### src/rtl/gru_frame_sequencer.sv
// Byte-stream front end for the combinational GRU cell: assembles operand frames,
// applies them, waits CELL_LAT cycles and returns h_out. Option: GRU_RECUR_EN chains h_out into h_in.
module gru_frame_sequencer #(
    parameter int DATA_WIDTH = 8,
    parameter int CELL_LAT   = 2,
    parameter int CNT_WIDTH  = 16
) (
    input  logic                  clk,
    input  logic                  rst,
    input  logic [DATA_WIDTH-1:0] s_data,
    input  logic                  s_valid,
    output logic                  s_ready,
    output logic [DATA_WIDTH-1:0] cell_X,
    output logic [DATA_WIDTH-1:0] cell_h_in,
    output logic [DATA_WIDTH-1:0] cell_Wz,
    output logic [DATA_WIDTH-1:0] cell_Wr,
    output logic [DATA_WIDTH-1:0] cell_Wh,
    output logic [DATA_WIDTH-1:0] cell_Uz,
    output logic [DATA_WIDTH-1:0] cell_Ur,
    output logic [DATA_WIDTH-1:0] cell_Uh,
    output logic [DATA_WIDTH-1:0] cell_bz,
    output logic [DATA_WIDTH-1:0] cell_br,
    output logic [DATA_WIDTH-1:0] cell_bh,
    input  logic [DATA_WIDTH-1:0] cell_h_out,
    output logic [DATA_WIDTH-1:0] m_data,
    output logic                  m_valid,
    input  logic                  m_ready,
    output logic [CNT_WIDTH-1:0]  frame_count,
    output logic                  busy
);
    // state | meaning
    // LOAD  | accepting frame bytes into the shadow bank
    // APPLY | operands on the cell, settle counter running
    // SEND  | result held on m_data until downstream takes it
    localparam logic [1:0] ST_LOAD  = 2'd0;
    localparam logic [1:0] ST_APPLY = 2'd1;
    localparam logic [1:0] ST_SEND  = 2'd2;

`ifdef GRU_RECUR_EN
    localparam int FRAME_LEN = 10;
`else
    localparam int FRAME_LEN = 11;
`endif
    localparam int IDX_W  = 4;
    localparam int N_CELL = 11;
    // Stream position of cell operand k (k >= 2) is k - SKIP.
    localparam int SKIP   = N_CELL - FRAME_LEN;

    logic [1:0]            r_state;
    logic [IDX_W-1:0]      r_idx;
    logic [3:0]            r_cnt;
    logic [DATA_WIDTH-1:0] r_shadow [FRAME_LEN];
    logic [DATA_WIDTH-1:0] r_cell   [N_CELL];
    logic [DATA_WIDTH-1:0] r_m_data;
    logic                  r_m_valid;
    logic [CNT_WIDTH-1:0]  r_frame_count;
    logic [DATA_WIDTH-1:0] r_h_rec;

    logic                  w_accept;
    logic                  w_last;
    logic                  w_hs;
    logic [DATA_WIDTH-1:0] w_frame [FRAME_LEN];

    assign w_accept = s_valid && (r_state == ST_LOAD);
    assign w_last   = (r_idx == IDX_W'(FRAME_LEN - 1));
    assign w_hs     = r_m_valid && m_ready;

    // Shadow bank with the byte being accepted this cycle merged in.
    always_comb begin
        for (int i = 0; i < FRAME_LEN; i++) begin
            w_frame[i] = (w_accept && (r_idx == IDX_W'(i))) ? s_data : r_shadow[i];
        end
    end

    always_ff @(posedge clk) begin
        if (rst) begin
            r_state       <= ST_LOAD;
            r_idx         <= '0;
            r_cnt         <= '0;
            r_m_data      <= '0;
            r_m_valid     <= 1'b0;
            r_frame_count <= '0;
            r_h_rec       <= '0;
            for (int i = 0; i < FRAME_LEN; i++) r_shadow[i] <= '0;
            for (int i = 0; i < N_CELL; i++)    r_cell[i]   <= '0;
        end else begin
            case (r_state)
                ST_LOAD: begin
                    if (w_accept) begin
                        r_shadow <= w_frame;
                        if (w_last) begin
                            r_idx     <= '0;
                            r_cnt     <= 4'(CELL_LAT);
                            r_state   <= ST_APPLY;
                            r_cell[0] <= w_frame[0];
`ifdef GRU_RECUR_EN
                            r_cell[1] <= r_h_rec;
`else
                            r_cell[1] <= w_frame[1];
`endif
                            for (int k = 2; k < N_CELL; k++) r_cell[k] <= w_frame[k - SKIP];
                        end else begin
                            r_idx <= r_idx + 1'b1;
                        end
                    end
                end
                ST_APPLY: begin
                    if (r_cnt == 4'd1) begin
                        r_m_data  <= cell_h_out;
                        r_m_valid <= 1'b1;
                        r_state   <= ST_SEND;
                    end else begin
                        r_cnt <= r_cnt - 1'b1;
                    end
                end
                ST_SEND: begin
                    if (w_hs) begin
                        r_m_valid     <= 1'b0;
                        r_frame_count <= r_frame_count + 1'b1;
                        r_h_rec       <= r_m_data;
                        r_state       <= ST_LOAD;
                    end
                end
                default: r_state <= ST_LOAD;
            endcase
        end
    end

    assign s_ready     = (r_state == ST_LOAD);
    assign busy        = (r_state != ST_LOAD) || (r_idx != '0);
    assign m_data      = r_m_data;
    assign m_valid     = r_m_valid;
    assign frame_count = r_frame_count;

    assign cell_X    = r_cell[0];
    assign cell_h_in = r_cell[1];
    assign cell_Wz   = r_cell[2];
    assign cell_Wr   = r_cell[3];
    assign cell_Wh   = r_cell[4];
    assign cell_Uz   = r_cell[5];
    assign cell_Ur   = r_cell[6];
    assign cell_Uh   = r_cell[7];
    assign cell_bz   = r_cell[8];
    assign cell_br   = r_cell[9];
    assign cell_bh   = r_cell[10];
endmodule
### config.mk
export PLATFORM = sky130hd
export DESIGN_NAME = gru_frame_sequencer
export DESIGN_NICKNAME = d
export VERILOG_FILES = /design/src/rtl/gru_frame_sequencer.sv
export SDC_FILE = /design/constraint.sdc
export NUM_CORES = 1
export LEC_CHECK = 0
export ABC_AREA = 0
export CAP_MARGIN = 20
export CORE_MARGIN = 2
export CORE_UTILIZATION = 59
export CTS_BUF_LIST = sky130_fd_sc_hd__clkbuf_4 sky130_fd_sc_hd__clkbuf_8
export DETAILED_ROUTE_END_ITERATION = 8
export PLACE_DENSITY = 0.91
export SETUP_SLACK_MARGIN = 0.05
export SLEW_MARGIN = 10
export SYNTH_ARGS = -nofsm -noshare
export SYNTH_HDL_FRONTEND = slang
export SYNTH_SLANG_ARGS = --single-unit
### constraint.sdc
create_clock -name clk -period 7.7 [get_ports clk]
set_input_delay 1.155 -clock clk [delete_from_list [all_inputs] [get_ports clk]]
set_output_delay 1.155 -clock clk [all_outputs]
set_load 0.05 [all_outputs]
==> key figures, run 1 <==
Synthesis
  – Simple-Gate Fraction of Synth Area: 16.69%
  – Yosys cell types: 46
  – Average cell area after synthesis: 11.40 um2
  – Top FF cell, synth: dfxtp_1
  – Register bit total from synthesis: 211
  – Share of the synthesized area in the top cell type: 33.70%
  – Share of async-settable or async-resettable flops after synthesis: 0%
  – Multiplexer area fraction after synthesis: 10.21%
  – Area leader, netlist: edfxtp_1
  – Compound-Gate Fraction of Synth Area: 3.463%
  – Post-synthesis adder-cell area fraction: 0.4787%
  – Post-Syn Nets: 711
  – Cell Area, Synth: 7841 um2
  – Main combinational cell family by area after synthesis: simple AND/OR/NAND/NOR gates
  – Syn Inst Count: 688
  – Area contributors post-synth: edfxtp_1 (34%), dfxtp_1 (31%), mux2i_1 (10%)
  – Post-Synth XOR/XNOR Area: 1.229%
  – Sequential-to-total area share from yosys stat: 65.10%
  – Warnings, synthesis: 0
  – Post-synth EDFFs: 88

Clock network
  – Clock insertion delay at the later pin of the skew report: 0.53 ns
  – Post-CTS setup buffer count: 0
  – CTS Sinks: 211
  – Reg clk slew, reported paths: 0.06 ns
  – Post-CTS sizing: 0
  – CTS tree: done
  – CTS buffer count: 30
  – CTS Hold Bufs: 0
  – Root Buffer: clkbuf_8
  – H-tree levels: 1
  – Max clock buf depth: 3

Floorplanning
  – Starting Density: 59.93%
  – Die height: 119.3 um
  – Core Box Area: 13090 um2
  – IO Pins: 135
  – Die area: 14230 um2
  – Num rows: 42
  – Die Wd: 119.3 um

Min path
  – Hold path depth: 2
  – Hold crit path type: reg -> reg
  – Hold path start: m_data[0]$_SDFFE_PP0P_
  – Hold EP: m_data[0]$_SDFFE_PP0P_

Critical path
  – Reg-to-reg slack, setup: 5.11 ns
  – Reg2reg start: r_idx[0]$_SDFFE_PP0P_
  – Reg2reg end: r_cell[3][0]$_SDFFCE_PN0P_
  – Setup CP Type: reg -> out
  – CP arrival: 2.26 ns
  – Crit-path max FO: 14
  – Worst setup EP type: output pin
  – Startpoint Class: register
  – Cells on worst reg2reg path: 6
  – Worst Path Required: 6.55 ns

Timing
  – WHS: 0.4642 ns
  – Hold Vio Cnt, Final: 0
  – RSZ-0062 raised after global routing: false
  – Clock skew: 0.009255 ns
  – Max Slew Vio Count: 0
  – Fmax: 292.7 MHz
  – Setup TNS: 0 ns
  – Fin crit period: 3.416 ns
  – Worst slew pin tran: 0.9830 ns
  – Final Cycle Share: 44.36%
  – Max-slew headroom: 34.46%
  – Final setup violating endpoints: 0

Run
  – Number of max-cap violations: 0

Placement
  – Post-DP HPWL: 10.85 mm
  – Placed cells: 959
  – GP Congestion: 0.8403
  – Port Buffers: 134

GRT
  – First-pass GRT wire length: 27.79 mm
  – Tot GR Track Use: 24.18%
  – Number of global-route vias before repair: 5565
  – Total grt overflow: 0
  – Largest net degree at the start of global routing: 96
  – Initial antenna violation count: 0

Layout
  – Final Util: 76.47%
  – Share of cells above drive strength 1: 9.524%
  – Commonest non-fill, non-tap cell in the layout: nor2_1
  – Most frequent cells in the layout: nor2_1 (181), clkdlybuf4s50_1 (133), dfxtp_1 (123)
  – NumNets Final: 839
  – N_diodes: 0
  – Area grow syn2layout: 27.60%
  – Fillers: 769
  – Final cell count without fillers: 1016

Status
  – Status: complete, no violations

Power
  – P_leak: 0.004032 uW
  – Maximum vdd drop: 0.0001519 V
  – Power Dens Cells: 238.4 nW/um2

Route
  – DRC: 0
  – Routed Antenna Nets: 0
  – Final WL: 17.11 mm
  – Initial DRT Pass Iterations: 5
  – DR iter-0 viols: 434
  – Wire length per cell: 16.84 um
  – Vias per cell: 5.437
  – DR vias: 5524
per-stage QoR:
| step | cell area, um2 | total power, uW | setup WS (ns) |
|---|---|---|---|
| floorplan | 7841 | 1331 | 3.424 |
| global placement | 9239 | 1382 | 3.932 |
| detailed placement | 9239 | 1387 | 3.776 |
| CTS | 9978 | 2395 | 4.265 |
| global route | 10010 | 2461 | 4.126 |
| finish | 10010 | 2386 | 4.284 |
area by class of cell:
cell class	count	area (um2)	share of cell area, %
timing repair buffer	139	1396	13.96
sequential	211	5105	51.02
clock buffer	51	639.4	6.390
multi-input combinational	428	2522	25.21
clock inverter	5	100.1	1.000
tap	176	220.2	2.201
inverter	6	22.52	0.2251
worst max-delay path, stage by stage, from the launching register on:
cell and delay [ns]:
dfxtp_1 0.66, nor2_1 0.13, nand3_1 0.11, clkdlybuf4s50_1 0.83
worst max path at each step:
stage / startpoint / end / slack, ns / cells past startpoint
after global placement: s_valid / r_cell[3][3]$_SDFFCE_PN0P_ / 3.93 / 4
final: r_idx[0]$_SDFFE_PP0P_ / busy / 4.28 / 3
after CTS: r_idx[0]$_SDFFE_PP0P_ / busy / 4.26 / 3
after global routing: r_idx[0]$_SDFFE_PP0P_ / busy / 4.13 / 3
after floorplan: s_valid / r_cell[0][0]$_SDFFCE_PN0P_ / 3.42 / 5
after detailed placement: s_valid / r_cell[3][3]$_SDFFCE_PN0P_ / 3.78 / 4
metal layers:
| metal | up-vias | track usage (%) | wire (um) |
|---|---|---|---|
| li1 | 2613 | - | - |
| met5 | - | 0 | 0 |
| met1 | 2648 | 29.89 | 6906 |
| met2 | 224 | 42.35 | 8672 |
| met3 | 39 | 5.125 | 1100 |
| met4 | 0 | 7.813 | 425 |
registers in the layout (all words and copies together) (netlist names):
register,cells
r_cell,88
r_state,2
m_valid,1
r_cnt,4
frame_count,16
r_idx,4
r_shadow,88
m_data,8
cell families after synthesis:
| logic type | after synthesis |
|---|---|
| adder cells (fa/ha/maj) | 3 |
| XOR/XNOR | 11 |
| AND/OR/NAND/NOR | 284 |
| buffers and inverters | 49 |
| flip-flops | 211 |
| AO/OA/AOI/OAI | 50 |
| multiplexers | 80 |
synth_stat cells (all sizes together), types with 2 or more instances:
cell and n:
mux2i 80, nor2 181, clkbuf 27, nand2b 3, inv 6, buf 16, nor3b 2, dfxtp 123
nand4 3, xor2 2, ha 3, nand4b 3, nor2b 3, xnor2 9, nor4 4, and3 2
a21oi 37, nor3 5, or4 3, edfxtp 88, nand2 34, o21ai 8, or3 5, nand3 30
where the power goes:
part           leakage (uW)  switching [uW]  internal [uW]
sequential          0.00190            10.9           1190
clock              0.000391             399            622
combinational       0.00174             117           51.2
total               0.00403             527           1860
Power figures use the tool's default switching activity.
==> run 2, diff against run 1 <==
--- a/config.mk
+++ b/config.mk
@@ -8,10 +8,10 @@
 export ABC_AREA = 0
 export CAP_MARGIN = 20
 export CORE_MARGIN = 2
-export CORE_UTILIZATION = 59
+export CORE_UTILIZATION = 55
 export CTS_BUF_LIST = sky130_fd_sc_hd__clkbuf_4 sky130_fd_sc_hd__clkbuf_8
 export DETAILED_ROUTE_END_ITERATION = 8
-export PLACE_DENSITY = 0.91
+export PLACE_DENSITY = 0.86
 export SETUP_SLACK_MARGIN = 0.05
 export SLEW_MARGIN = 10
 export SYNTH_ARGS = -nofsm -noshare
==> constraint.sdc (replaced) <==
create_clock -name clk -period 3.2 [get_ports clk]
set_input_delay 0.48 -clock clk [delete_from_list [all_inputs] [get_ports clk]]
set_output_delay 0.48 -clock clk [all_outputs]
set_load 0.05 [all_outputs]
==> run 2 against run 1 <==
Clock skew rose by 0.0073 ns. Sequential power up 140%. Clock-buffer cell count fell by 2.
==> key figures, run 2 (same netlist as run 1, synthesis figures left out) <==
Timing
  – Hold Vio Cnt, Final: 0 (unchanged)
  – Max-slew headroom: 39.32% (+4.9 points)
  – Worst slew pin tran: 0.9083 ns (-0.07477 ns)
  – Final setup violating endpoints: 0 (unchanged)
  – Final Cycle Share: 87.22%
  – Fmax: 358.3 MHz
  – WHS: 0.1705 ns (-0.2937 ns)
  – Setup TNS: 0 ns (unchanged)
  – Clock skew: 0.01653 ns (+0.007276 ns)
  – RSZ-0062 raised after global routing: false
  – Max Slew Vio Count: 0 (unchanged)
  – Fin crit period: 2.791 ns

Layout
  – Share of cells above drive strength 1: 9.620% (+0.096 points)
  – Area grow syn2layout: 26.97%
  – Most frequent cells in the layout: nor2_1 (181), clkdlybuf4s50_1 (133), dfxtp_1 (123)
  – Commonest non-fill, non-tap cell in the layout: nor2_1
  – NumNets Final: 841 (+0.24%)
  – Final Instance Area: 9956 um2 (-0.50%)
  – N_diodes: 0 (unchanged)

Clock network
  – Post-CTS setup buffer count: 0 (unchanged)
  – CTS Sinks: 211 (unchanged)
  – CTS tree: done
  – Clock insertion delay at the later pin of the skew report: 0.53 ns (about the same)
  – H-tree levels: 1 (unchanged)
  – CTS Hold Bufs: 0 (unchanged)
  – Post-CTS sizing: 0 (unchanged)
  – CTS buffer count: 30 (unchanged)
  – Root Buffer: clkbuf_8
  – Reg clk slew, reported paths: 0.07 ns (about the same)
  – Max clock buf depth: 3 (unchanged)

GRT
  – First-pass GRT wire length: 26.64 mm (-4.1%)
  – Number of global-route vias before repair: 5295 (-4.9%)
  – Initial antenna violation count: 0 (unchanged)
  – Tot GR Track Use: 22.27% (-1.9 points)
  – Total grt overflow: 0 (unchanged)
  – Largest net degree at the start of global routing: 81 (-16%)

Power
  – Power Dens Cells: 556.8 nW/um2 (+130%)
  – P_leak: 0.004012 uW (-0.49%)
  – Total power: 5544 uW (+130%)
  – Maximum vdd drop: 0.0003125 V (+110%)

Critical path
  – Worst setup EP type: output pin
  – CP arrival: 2.31 ns (+0.05 ns)
  – Crit-path max FO: 14 (unchanged)
  – Setup CP Type: reg -> out
  – Worst Path Required: 2.72 ns (-3.83 ns)
  – Startpoint Class: register

Placement
  – Port Buffers: 134 (unchanged)
  – Area of placed instances: 9279 um2 (+0.43%)
  – Post-DP HPWL: 10.76 mm (-0.88%)
  – GP Congestion: 0.7922 (-5.7%)

Floorplanning
  – IO Pins: 135 (unchanged)
  – Core Box Area: 13880 um2 (+6.1%)
  – Die height: 123.4 um (+3.4%)
  – Die area: 15230 um2 (+7.0%)
  – Starting Density: 56.49% (-3.4 points)
  – Die Wd: 123.4 um (+3.4%)
  – Num rows: 43 (+2.4%)

Route
  – Initial DRT Pass Iterations: 5 (unchanged)
  – DR vias: 5509 (-0.27%)
  – DRC: 0 (unchanged)
  – DR iter-0 viols: 326 (-25%)
  – Final WL: 16.94 mm (-0.95%)
  – Vias per cell: 5.390 (-0.86%)
  – Routed Antenna Nets: 0 (unchanged)
  – Wire length per cell: 16.58 um (-1.5%)

Run
  – Number of max-cap violations: 0 (unchanged)

Min path
  – Hold crit path type: in -> reg

Status
  – Status: complete, no violations
==> run 2: cell types whose count changed in the layout (fill, tap and decap cells not counted), sizes merged <==
cell and change:
bufinv -2, buf +2, clkbuf -2, clkinv +4
==> run 2: routing by layer <==
metal	part of all wire (%)	track usage [%]	up-vias
li1	-	-	2618
met1	41	28.49	2667
met2	52	39.15	196
met3	6.1	3.921	28
met4	1.6	5.682	0
met5	0	0	-
==> run 2: path summary, 6_finish.rpt <==
kind                               start                    endpoint  slack, ns  cells past startpoint
setup reg to reg   r_idx[0]$_SDFFE_PP0P_  r_cell[6][0]$_SDFFCE_PN0P_       0.53                      6
hold / removal                       rst    r_shadow[7]$_SDFFE_PP0P_       0.17                      2
hold reg to reg   m_data[7]$_SDFFE_PP0P_      m_data[7]$_SDFFE_PP0P_       0.46                      2
setup / recovery   r_idx[0]$_SDFFE_PP0P_                        busy       0.41                      3
==> run 2: critical path: stages (launching register included) <==
cell	delay [ns]
dfxtp_1	0.69
nor2_1	0.14
nand3_1	0.13
clkdlybuf4s50_1	0.82
==> run 2: report_power, final <==
part,internal (uW),total (uW),switching [uW]
sequential,2850,2880,26.4
clock,1300,2260,957
combinational,124,408,284
total,4280,5540,1270
==> run 2: area by class of cell <==
cell class	count	area, um2
repair buffers	141	1404
multi-input cells	428	2522
clock inverters	7	58.81
flip-flops and latches	211	5105
fillers	937	3925
clock buffers	49	618.1
inverters	6	22.52
well taps	180	225.2
==> run 2: stage by stage <==
stage,instances,utilization (%),worst slack (ns)
2_1_floorplan,688,-,0.5051
5_1_grt,1022,71.72,0.3279
3_3_place_gp,966,66.85,0.5460
4_1_cts,1022,71.72,0.4054
3_5_place_dp,966,66.85,0.3966
6_report,1022,71.72,0.4088
==> run 3, diff against run 2 <==
--- a/config.mk
+++ b/config.mk
@@ -11,7 +11,7 @@
 export CORE_UTILIZATION = 55
 export CTS_BUF_LIST = sky130_fd_sc_hd__clkbuf_4 sky130_fd_sc_hd__clkbuf_8
 export DETAILED_ROUTE_END_ITERATION = 8
-export PLACE_DENSITY = 0.86
+export PLACE_DENSITY = 0.83
 export SETUP_SLACK_MARGIN = 0.05
 export SLEW_MARGIN = 10
 export SYNTH_ARGS = -nofsm -noshare
==> run 3 against run 2 <==
Sequential cell count stayed put. Critical path depth did not move. Wire length shrank 1.4%. Core utilization grew 0.62 points. First-iteration DRC count up 30%. Clock-buffer cell count grew 8. Clock skew up 0.0014 ns.
==> key figures, run 3 (same netlist as run 1, synthesis figures left out) <==
Route
  – DR vias: 5455 (-0.98%)
  – Wire length per cell: 16.21 um (-2.2%)
  – Initial DRT Pass Iterations: 6 (+1)
  – DR iter-0 viols: 425 (+30%)
  – Routed Antenna Nets: 0 (unchanged)
  – DRC: 0 (unchanged)
  – Final WL: 16.70 mm (-1.4%)
  – Vias per cell: 5.296 (-1.7%)

Timing
  – Setup TNS: 0 ns (unchanged)
  – Max Slew Vio Count: 0 (unchanged)
  – Max-slew headroom: 41.91% (+2.6 points)
  – Clock skew: 0.01791 ns (+0.001376 ns)
  – Worst slew pin tran: 0.8714 ns (-0.03689 ns)
  – WHS: 0.4374 ns (+0.2669 ns)
  – RSZ-0062 raised after global routing: false
  – Final setup violating endpoints: 0 (unchanged)
  – Hold Vio Cnt, Final: 0 (unchanged)
  – Final Cycle Share: 83.96% (-3.3 points)
  – Fin crit period: 2.687 ns (-0.1045 ns)
  – Fmax: 372.2 MHz (+3.9%)

Min path
  – Hold crit path type: in -> reg

Layout
  – Share of cells above drive strength 1: 10.12% (+0.50 points)
  – Area grow syn2layout: 28.07%
  – Most frequent cells in the layout: nor2_1 (181), clkdlybuf4s50_1 (133), dfxtp_1 (123)
  – Commonest non-fill, non-tap cell in the layout: nor2_1
  – Final cell count without fillers: 1030 (+0.78%)
  – N_diodes: 0 (unchanged)
  – NumNets Final: 847 (+0.71%)
  – Final Instance Area: 10040 um2 (+0.87%)

Status
  – Status: complete, no violations

Clock network
  – CTS Hold Bufs: 0 (unchanged)
  – CTS tree: done
  – Reg clk slew, reported paths: 0.06 ns (about the same)
  – Post-CTS setup buffer count: 0 (unchanged)
  – H-tree levels: 2 (+1)
  – Max clock buf depth: 3 (unchanged)
  – Post-CTS sizing: 0 (unchanged)
  – Root Buffer: clkbuf_8
  – Clock insertion delay at the later pin of the skew report: 0.48 ns (-0.05 ns)
  – CTS buffer count: 34 (+13%)
  – CTS Sinks: 211 (unchanged)

Critical path
  – Reg2reg start: r_idx[0]$_SDFFE_PP0P_
  – Crit-path max FO: 14 (unchanged)
  – Cells on worst reg2reg path: 6 (unchanged)
  – Reg2reg end: r_cell[4][6]$_SDFFCE_PN0P_
  – Critical Path End: busy
  – Reg-to-reg slack, setup: 0.91 ns (+0.38 ns)
  – Worst Path Required: 2.72 ns (about the same)
  – Startpoint Class: register
  – Critical Path Start: r_idx[0]$_SDFFE_PP0P_
  – Setup CP Type: reg -> out
  – CP arrival: 2.21 ns (-0.10 ns)
  – Worst setup EP type: output pin

Floorplanning
  – Die area: 15230 um2 (unchanged)
  – Die Wd: 123.4 um (unchanged)
  – Die height: 123.4 um (unchanged)
  – Starting Density: 56.49% (unchanged)
  – IO Pins: 135 (unchanged)
  – Num rows: 43 (unchanged)
  – Core Box Area: 13880 um2 (unchanged)

GRT
  – Total grt overflow: 0 (unchanged)
  – Largest net degree at the start of global routing: 86 (+6.2%)
  – Initial antenna violation count: 0 (unchanged)
  – Tot GR Track Use: 22.27% (about the same)
  – First-pass GRT wire length: 26.50 mm (-0.54%)
  – Number of global-route vias before repair: 5376 (+1.5%)

Placement
  – Area of placed instances: 9319 um2 (+0.43%)
  – Port Buffers: 134 (unchanged)
  – GP Congestion: 0.7791 (-1.7%)
  – Placed cells: 968 (+0.21%)
  – Post-DP HPWL: 10.97 mm (+1.9%)

Power
  – Maximum vdd drop: 0.0003770 V (+21%)
  – Clock Power Share: 41.6% (+0.9 points)
  – Comb pwr share: 7.2% (-0.2 points)
  – P_sw: 1267 uW (about the same)
  – Sw Share: 22.52% (-0.34 points)
  – P_leak: 0.004054 uW (+1.1%)
  – Pint: 4361 uW (+2.0%)
  – Sequential power share: 51.2% (-0.7 points)
  – Total power: 5628 uW (+1.5%)
  – Power Dens Cells: 560.5 nW/um2 (+0.66%)

Run
  – Number of max-cap violations: 0 (unchanged)
run 3: worst min path at each step:
stage	cells after the start	from	slack, ns	end
floorplan	2	r_shadow[0]$_SDFFE_PP0P_	0.44	r_shadow[0]$_SDFFE_PP0P_
global placement	2	m_data[7]$_SDFFE_PP0P_	0.44	m_data[7]$_SDFFE_PP0P_
detailed placement	2	m_data[2]$_SDFFE_PP0P_	0.45	m_data[2]$_SDFFE_PP0P_
CTS	2	rst	0.42	r_shadow[36]$_SDFFE_PP0P_
global route	2	rst	0.44	r_shadow[21]$_SDFFE_PP0P_
finish	2	rst	0.44	r_shadow[34]$_SDFFE_PP0P_
run 3: power groups by stage:
stage	clock network, uW	registers (uW)	logic [uW]
final	2340	2880	407
after global routing	2500	2880	427
after CTS	2380	2880	408
after global placement	0	2930	402
after detailed placement	0	2940	407
after floorplan	0	3070	129
run 3: routing by layer:
layer / wire, um / vias to the layer above / part of all wire [%] / track usage [%]
met5: 0 / - / 0 / 0
met4: 357 / 0 / 2.1 / 7.884
li1: - / 2628 / - / -
met3: 940 / 37 / 5.6 / 4.659
met2: 8481 / 166 / 51 / 37.77
met1: 6918 / 2624 / 41 / 28.29
run 3: final cells by class:
class                      instances  area [um2]
sequential                       211        5105
fill                             948        3839
multi-input combinational        428        2522
timing repair buffer             143        1444
clock buffer                      57       703.2
tap                              180       225.2
inverter                           6       22.52
clock inverter                     5       20.02
run 3: worst max-delay path, stage by stage (launching register included):
cell and delay, ns:
dfxtp_1 0.65, nor2_1 0.14, nand3_1 0.13, clkdlybuf4s50_1 0.81
run 3: per-stage QoR:
| step | setup slack [ns] | util (%) |
|---|---|---|
| finish | 0.5134 | 72.35 |
| floorplan | 0.5051 | - |
| global route | 0.3799 | 72.35 |
| global placement | 0.6544 | 67.14 |
| detailed placement | 0.5673 | 67.14 |
| CTS | 0.4954 | 72.35 |
